[config.mk]
export PLATFORM = sky130hd
export DESIGN_NAME = mem_stage_wb
export DESIGN_NICKNAME = d
export VERILOG_FILES = /design/src/rtl/mem_stage_wb.sv
export SDC_FILE = /design/constraint.sdc
export NUM_CORES = 1
export LEC_CHECK = 0
export ABC_AREA = 0
export BUFFER_PORTS_ARGS = -buffer_cell sky130_fd_sc_hd__buf_4
export CELL_PAD_IN_SITES_DETAIL_PLACEMENT = 0
export CELL_PAD_IN_SITES_GLOBAL_PLACEMENT = 1
export CORE_UTILIZATION = 44
export DETAILED_ROUTE_END_ITERATION = 10
export MAX_ROUTING_LAYER = met4
export PLACE_DENSITY_LB_ADDON = 0.1
export RECOVER_POWER = 100
export SYNTH_ARGS = -nofsm -noshare
export SYNTH_HDL_FRONTEND = slang
export SYNTH_SLANG_ARGS = --single-unit
[constraint.sdc]
create_clock -name clk -period 5.8 [get_ports clk]
set_input_delay 1.16 -clock clk [delete_from_list [all_inputs] [get_ports clk]]
set_output_delay 1.16 -clock clk [all_outputs]
set_load 0.005 [all_outputs]
[src/rtl/mem_stage_wb.sv]
// -----------------------------------------------------------------------------
// mem_stage_wb -- memory stage with writeback register for a SIMD pipeline.
//
// Takes one operation from the EX/MEM register and either passes an ALU result
// straight through to writeback (one cycle) or runs a memory access of one
// beat (scalar) or four beats (vector, 4 x 32-bit lanes) over a simple
// request/ready memory port. While an access is in flight, stall holds the
// upstream stages. A jump flush aborts the current access without writeback.
//
// Ports
//   clk        in   1    rising-edge clock
//   rst        in   1    asynchronous reset, active low
//   valid_in   in   1    operation present on the EX/MEM fields below
//   rmem/wmem  in   1    load / store request (both set -> store)
//   wreg       in   1    operation writes the register file
//   VF         in   1    vector flag: 4 beats when set, 1 beat otherwise
//   dest       in   4    destination register index
//   alu_res    in   128  ALU result; bits [31:0] are the memory address
//   st_data    in   128  store data, lane i = bits [32i+31:32i]
//   flush      in   1    synchronous jump flush, highest priority
//   stall      out  1    hold request to upstream stages (high in ACCESS)
//   mem_addr   out  32   word address of the current beat
//   mem_wdata  out  32   store lane of the current beat, 0 for loads
//   mem_re     out  1    load strobe (ACCESS only)
//   mem_we     out  1    store strobe (ACCESS only)
//   mem_rdata  in   32   load data, sampled when mem_ready is high
//   mem_ready  in   1    current beat completes on this edge
//   wb_valid   out  1    writeback result valid for one cycle
//   wb_wreg    out  1    writeback register-write enable
//   wb_VF      out  1    writeback vector flag
//   wb_dest    out  4    writeback destination index
//   wb_data    out  128  writeback data
// -----------------------------------------------------------------------------
module mem_stage_wb (
  input  logic         clk,
  input  logic         rst,
  input  logic         valid_in,
  input  logic         rmem,
  input  logic         wmem,
  input  logic         wreg,
  input  logic         VF,
  input  logic [3:0]   dest,
  input  logic [127:0] alu_res,
  input  logic [127:0] st_data,
  input  logic         flush,
  output logic         stall,
  output logic [31:0]  mem_addr,
  output logic [31:0]  mem_wdata,
  output logic         mem_re,
  output logic         mem_we,
  input  logic [31:0]  mem_rdata,
  input  logic         mem_ready,
  output logic         wb_valid,
  output logic         wb_wreg,
  output logic         wb_VF,
  output logic [3:0]   wb_dest,
  output logic [127:0] wb_data
);

  typedef enum logic {
    IDLE   = 1'b0,
    ACCESS = 1'b1
  } state_t;

  state_t r_state;
  state_t w_state_next;

  // Beat counter and the operation latched at acceptance.
  logic [1:0]   r_beat;
  logic         r_is_store;
  logic         r_is_vec;
  logic         r_wreg;
  logic [3:0]   r_dest;
  logic [31:0]  r_base;
  logic [127:0] r_st_data;
  // Lanes 0..2 of a vector load; lane 3 is taken straight from mem_rdata on
  // the final beat, so it never needs its own register.
  logic [95:0]  r_ld_lanes;

  logic         w_accept;
  logic         w_is_mem_op;
  logic         w_last_beat;
  logic         w_beat_done;
  logic         w_final;
  logic [31:0]  w_st_lane;
  logic [127:0] w_final_data;

  // ---------------------------------------------------------------------------
  // Control decode
  // ---------------------------------------------------------------------------
  assign w_accept    = (r_state == IDLE) && valid_in && !flush;
  assign w_is_mem_op = rmem || wmem;
  assign w_last_beat = r_is_vec ? (r_beat == 2'd3) : (r_beat == 2'd0);
  // Flush wins over a completing beat, so a flushed cycle never counts.
  assign w_beat_done = (r_state == ACCESS) && mem_ready && !flush;
  assign w_final     = w_beat_done && w_last_beat;

  // ---------------------------------------------------------------------------
  // FSM: state register
  // ---------------------------------------------------------------------------
  // NOTE: sequential state uses non-blocking (<=) so every register samples
  // the pre-edge values of the others, independent of block ordering.
  always_ff @(posedge clk or negedge rst) begin
    if (!rst) begin
      r_state <= IDLE;
    end else begin
      r_state <= w_state_next;
    end
  end

  // ---------------------------------------------------------------------------
  // FSM: next-state logic
  // ---------------------------------------------------------------------------
  // NOTE: every always_comb output gets a default first; a path that leaves a
  // signal unassigned would otherwise infer a latch.
  always_comb begin
    w_state_next = r_state;
    unique case (r_state)
      IDLE: begin
        if (w_accept && w_is_mem_op) begin
          w_state_next = ACCESS;
        end
      end
      ACCESS: begin
        if (flush || w_final) begin
          w_state_next = IDLE;
        end
      end
      default: w_state_next = IDLE;
    endcase
  end

  // ---------------------------------------------------------------------------
  // FSM: outputs (memory port and stall)
  // ---------------------------------------------------------------------------
  always_comb begin
    w_st_lane = 32'h0;
    unique case (r_beat)
      2'd0: w_st_lane = r_st_data[31:0];
      2'd1: w_st_lane = r_st_data[63:32];
      2'd2: w_st_lane = r_st_data[95:64];
      2'd3: w_st_lane = r_st_data[127:96];
      default: w_st_lane = 32'h0;
    endcase
  end

  always_comb begin
    stall     = 1'b0;
    mem_re    = 1'b0;
    mem_we    = 1'b0;
    mem_wdata = 32'h0;
    // Address wraps modulo 2^32; base is 0 out of reset so this reads 0 then.
    mem_addr  = r_base + {28'h0, r_beat, 2'b00};
    if (r_state == ACCESS) begin
      stall  = 1'b1;
      mem_re = !r_is_store;
      mem_we = r_is_store;
      if (r_is_store) begin
        mem_wdata = w_st_lane;
      end
    end
  end

  // Result written back on the final beat of a memory op.
  always_comb begin
    w_final_data = 128'h0;
    if (!r_is_store) begin
      if (r_is_vec) begin
        w_final_data = {mem_rdata, r_ld_lanes};
      end else begin
        w_final_data = {96'h0, mem_rdata};
      end
    end
  end

  // ---------------------------------------------------------------------------
  // Datapath: latched operation, beat counter, load lanes, writeback register
  // ---------------------------------------------------------------------------
  always_ff @(posedge clk or negedge rst) begin
    if (!rst) begin
      r_beat     <= 2'd0;
      r_is_store <= 1'b0;
      r_is_vec   <= 1'b0;
      r_wreg     <= 1'b0;
      r_dest     <= 4'h0;
      r_base     <= 32'h0;
      r_st_data  <= 128'h0;
      r_ld_lanes <= 96'h0;
      wb_valid   <= 1'b0;
      wb_wreg    <= 1'b0;
      wb_VF      <= 1'b0;
      wb_dest    <= 4'h0;
      wb_data    <= 128'h0;
    end else begin
      // Default: no result this cycle; other wb_* fields hold.
      wb_valid <= 1'b0;

      if (w_accept) begin
        if (w_is_mem_op) begin
          // A request with both rmem and wmem set is handled as a store.
          r_is_store <= wmem;
          r_is_vec   <= VF;
          r_wreg     <= wreg;
          r_dest     <= dest;
          r_base     <= {alu_res[31:2], 2'b00};
          r_st_data  <= st_data;
          r_beat     <= 2'd0;
        end else begin
          wb_valid <= 1'b1;
          wb_data  <= alu_res;
          wb_wreg  <= wreg;
          wb_VF    <= VF;
          wb_dest  <= dest;
        end
      end else if (r_state == ACCESS) begin
        if (flush) begin
          // Abort: completed store beats stay in memory, nothing written back.
          r_beat <= 2'd0;
        end else if (w_beat_done) begin
          if (!r_is_store) begin
            unique case (r_beat)
              2'd0: r_ld_lanes[31:0]  <= mem_rdata;
              2'd1: r_ld_lanes[63:32] <= mem_rdata;
              2'd2: r_ld_lanes[95:64] <= mem_rdata;
              default: ;
            endcase
          end
          if (w_last_beat) begin
            r_beat   <= 2'd0;
            wb_valid <= 1'b1;
            wb_data  <= w_final_data;
            wb_wreg  <= r_wreg;
            wb_VF    <= r_is_vec;
            wb_dest  <= r_dest;
          end else begin
            r_beat <= r_beat + 2'd1;
          end
        end
      end
    end
  end

endmodule

-- Word-level counts from Yosys, hierarchy flattened
Cells that the tools add are included.
W data, S select, Z words.
- bits in registers: 399
- muxes and demuxes: 48
- add/sub/neg operators: 2
- reductions and logical operators: 21
- bitwise logic cells: 4
- equal/unequal tests: 6
- operator list (operator ; count):
    $mux W128 ; 8
    $pmux W32 S4 ; 1
    $mux W32 ; 2
    $add A32 B4 Y32 ; 1
    $mux W1 ; 24
    $mux W4 ; 6
    $reduce_and A6 Y1 ; 3
    $mux W2 ; 6
    $logic_and A1 B1 Y1 ; 6
    $reduce_bool A2 Y1 ; 3
    $reduce_and A5 Y1 ; 1
    $eq A2 B2 Y1 const B ; 2
    $ne A2 B1 Y1 const B ; 2
    $not A1 Y1 ; 4
    $reduce_and A3 Y1 ; 1
    $reduce_bool A3 Y1 ; 1
    $add A2 B1 Y2 const B ; 1
    $eq A2 B1 Y1 const B ; 1
    $logic_not A1 Y1 ; 2
    $logic_not A2 Y1 ; 1
    $logic_or A1 B1 Y1 ; 2
    $ne A2 B2 Y1 const B ; 1
    $pmux W1 S2 ; 1
    $reduce_and A2 Y1 ; 1

-- Logic depth before layout (Yosys ltp)
- depth in word-level cells: 7
- depth in mapped cells: 8

-- Worst setup path before layout
OpenSTA, ideal clock, no wires.
- path kind: reg2out
- start point: register r_base[12]
- end point: output port mem_addr[28]
- path buffers: 1
- cell stages (with the launch flop): 6
- arrival: 1694 ps
- required time: 4640 ps
- setup slack: 2946 ps
- cell sequence: dfrtp_1 > nand4_1 > or4_1 > buf_2 > nor4_1 > xor2_1
- word-level cells in the longest chain between the ends: 1
- RTL lines (what ; line ; text):
    from (decl) ; 74 ; logic [31:0] r_base;
    from (signal assigned) ; 205 ; r_base <= {alu_res[31:2], 2'b00};
    $add A32 B4 Y32 ; 153 ; mem_addr = r_base + {28'h0, r_beat, 2'b00};
    to (decl) ; 47 ; output logic [31:0] mem_addr,
Every way passes these cells.

-- Final worst setup path
- start point: register r_is_store
- end point: output port mem_wdata[4]
- word-level cells in the longest chain between the ends: 2
- RTL lines (what ; line ; text):
    from (decl) ; 70 ; logic r_is_store;
    from (signal assigned) ; 201 ; r_is_store <= wmem;
    $mux W32 ; 158 ; if (r_is_store) begin
    $mux W32 ; 154 ; if (r_state == ACCESS) begin
    to (decl) ; 48 ; output logic [31:0] mem_wdata,
Every way passes these cells.

==> results.toml <==
[cells_and_area]
finalNetCount = 2434
register_area_um2 = 9990
fill_cells = 3558
fin_util_pct = 58.2
post-route-cell-area_um2 = 23400
finalNonFillerCells = 2686
syn2layout_area_growth_pct = 29.2
final_layout_size_suffix_gt1_share_pct = 32.5
multi_input_area_um2 = 7540

[worst_setup_path]
startpoint = "r_is_store$_DFFE_PN0P_"
path_delay_family = "buffers and inverters"
critPathBufInv = 2
path_cells = "nand2_1, clkbuf_1, nor2_1, clkbuf_4"
critPathArrivalTime_ns = 3.56
critPathSlowestCell = "clkbuf_1"
crit_type = "reg -> out"
max_stage_delay_ns = 1.32
crit_path_end_kind = "output pin"
crit_path_start_kind = "flop"
crit_fanout = 36
rr_startpoint = "r_state$_DFF_PN0_"
cp_data_required_time_ns = 4.64

[synthesis]
synth-compound-area-share_pct = 8.96
synthTopCellsByArea = "dfrtp_1 (55%), mux2_2 (12%), nand2_1 (11%)"
synth_edf_count = 0
synth_simple_gate_area_share_pct = 14.2
synth_top_area_cell = "dfrtp_1"
synth_mux_area_share_pct = 16.6
synth-xor-area-share_pct = 1.35
synth_seq_cells = 399
synth_top_family_by_area = "multiplexers"
synth.distinct_cells = 40
synthArstFlopShare_pct = 100
yosysWarnings = 0
synth_cells = 1685
synth-adder-area-share_pct = 0.525
ys_seq_area_share_pct = 55.1
synth_common_cells = "nand2_1 (535), dfrtp_1 (399), mux2_2 (188), a22o_1 (97), clkbuf_1 (69)"
synth.most_common_cell = "nand2_1"
synth_ff_type = "dfrtp_1"
syn_area_um2 = 18100
synth.avg_cell_area_um2 = 10.7
synth_top_cell_area_share_pct = 55.1

[global_route]
grt_pass1_wl_um = 85000
antenna_found_initial = 1
globalRouteOverflowTotal = 0
grt_pass1_vias = 14600
grt_max_degree = 170
grt_util_all_layers_pct = 27.3

[routing]
wl_per_cell_um = 20.8
drt-pass1-iter-count = 6
num_vias = 14400
wl_um = 55700
initialDrtViolationCount = 1063
viasPerCell = 5.37
ant_nets = 0
drc = 0

[cts]
numCtsBuffers = 45
cts.clk_slew.worst_paths_ns = 0.06
htree_levels = 2
cts.sinks = 399
cts_setup_buffers = 0
ctsHoldBuffers = 0
cts.path.max_buffers = 3
cts_tree = "yes"
insertion_delay_ns = 0.56
ctsResizeCount = 0
cts_root_buffer = "clkbuf_16"

[timing]
period_needed_ns = 4.72
finalCritPeriodShare_pct = 81.3
worst_pin_slew_ns = 3.62
rsz0062_at_grt = "false"
slew_violations = 308
max_slew_margin_pct = -141
setup_violations = 0
clock_skew_ns = 0.0134
fin_tns_setup_ns = 0
whs_ns = 0.475
hold_viol = 0
fmaxAchievable_mhz = 212

[power]
p_int_w = 0.00636
ir_drop_v = 0.000264
p_sw_share_pct = 29.3
power_switching_w = 0.00263
power_leakage_nw = 11.8
pwr-share-clk_pct = 33.0
pwr-share-seq_pct = 43.7
powerDensity_nw_per_um2 = 385
power_frac_comb_pct = 23.3

[placed_design]
port_buffers = 500
gp_congestion = 0.894
hpwl_um = 37700
place_area_um2 = 22200
dp_cells = 2604

[die]
dieArea_um2 = 42000
fp.dieW_um = 205
die_h_um = 205
ioPinCount = 503
core.rowCount = 73
start_util_pct = 45.0
core_area_um2 = 40200

[min_path]
hold_path.class = "reg -> reg"
hp-start = "r_st_data[39]$_DFFE_PN0P_"

[outcome]
violations = "max-capacitance violations, max-slew violations"
status = "finished, violations left"

[flow_run]
drv_cap = 7
==> path summary, 6_finish.rpt <==
kind / endpoint / slack, ns / cells past startpoint
min in group asynchronous: r_st_data[24]$_DFFE_PN0P_ / 1.35 / 1
hold / removal: r_st_data[39]$_DFFE_PN0P_ / 0.47 / 2
max in group asynchronous: r_st_data[57]$_DFFE_PN0P_ / 2.06 / 2
setup / recovery: mem_wdata[4] / 1.08 / 4
hold reg to reg: r_st_data[39]$_DFFE_PN0P_ / 0.47 / 2
setup reg to reg: r_st_data[40]$_DFFE_PN0P_ / 1.62 / 6
==> sequential cells by signal, summed over array words and instances, names as in the netlist, 2 cells and up <==
register / flops
r_base: 30
r_beat: 2
r_dest: 4
r_ld_lanes: 96
r_st_data: 128
wb_data: 128
wb_dest: 4
==> power by group through the flow <==
stage	sequential (W)	combinational [W]	clock, W
6_report	0.00393	0.00209	0.00297
5_1_grt	0.00403	0.00232	0.00315
4_1_cts	0.00394	0.00225	0.00304
3_5_place_dp	0.00398	0.00225	0
3_3_place_gp	0.00395	0.00220	0
2_1_floorplan	0.00388	0.00118	0
==> cell families after synthesis <==
family / Yosys count
other cells: 1
simple gates: 649
fa+ha+maj: 7
flops: 399
compound gates: 202
mux: 270
buf+inv: 129
xor+xnor: 28
==> routing by layer <==
metal | vias to the layer above | global-route usage [%] | part of all wire (%)
met2 | 477 | 42.2 | 48
met3 | 97 | 5.57 | 7.0
met4 | 0 | 9.29 | 3.0
li1 | 6677 | - | -
met1 | 7181 | 35.7 | 42
met5 | - | - | 0
==> tightest hold or removal path, cell delays in order, from the launching register on <==
cell and delay [ns]:
dfrtp_1 0.34, nand2_1 0.05, nand2_1 0.05
==> final cells by class <==
| type | instances | share of cell area (%) |
|---|---|---|
| multi-input combinational | 1158 | 32.3 |
| inverter | 6 | 0.0963 |
| timing repair buffer | 516 | 15.5 |
| tap | 525 | 2.81 |
| clock buffer | 69 | 5.90 |
| clock inverter | 12 | 0.701 |
| sequential | 399 | 42.7 |
| antenna | 1 | 0.0107 |
==> through the flow <==
step	total power [W]	setup WS, ns
after CTS	0.00923	1.81
after global routing	0.00949	0.830
after floorplan	0.00506	2.95
after detailed placement	0.00622	2.17
after global placement	0.00615	2.20
final	0.00900	1.08
==> placed cells by master (no fill, tap or decap), types with 2 or more instances in the layout <==
| cell | count |
|---|---|
| or4_1 | 2 |
| nor3_1 | 3 |
| nand3_1 | 9 |
| ha_1 | 6 |
| xnor2_1 | 17 |
| conb_1 | 2 |
| nor2_1 | 67 |
| and3_1 | 3 |
| clkbuf_16 | 47 |
| o21ai_0 | 5 |
| clkbuf_8 | 12 |
| a222oi_1 | 32 |
| buf_4 | 307 |
| dfrtp_1 | 398 |
| mux2_2 | 187 |
| o31ai_1 | 32 |
| clkbuf_1 | 86 |
| clkbuf_2 | 2 |
| a21oi_1 | 33 |
| nor4_1 | 9 |
| xor2_1 | 11 |
| inv_1 | 6 |
| a22o_1 | 97 |
| buf_12 | 4 |
| nand2_1 | 535 |
| nor2b_1 | 2 |
| clkinv_2 | 7 |
| bufinv_16 | 4 |
| nand4_1 | 10 |
| mux2_1 | 50 |
| mux2i_1 | 33 |
| clkbuf_4 | 127 |
No activity file was read; power rests on OpenSTA's default activity.
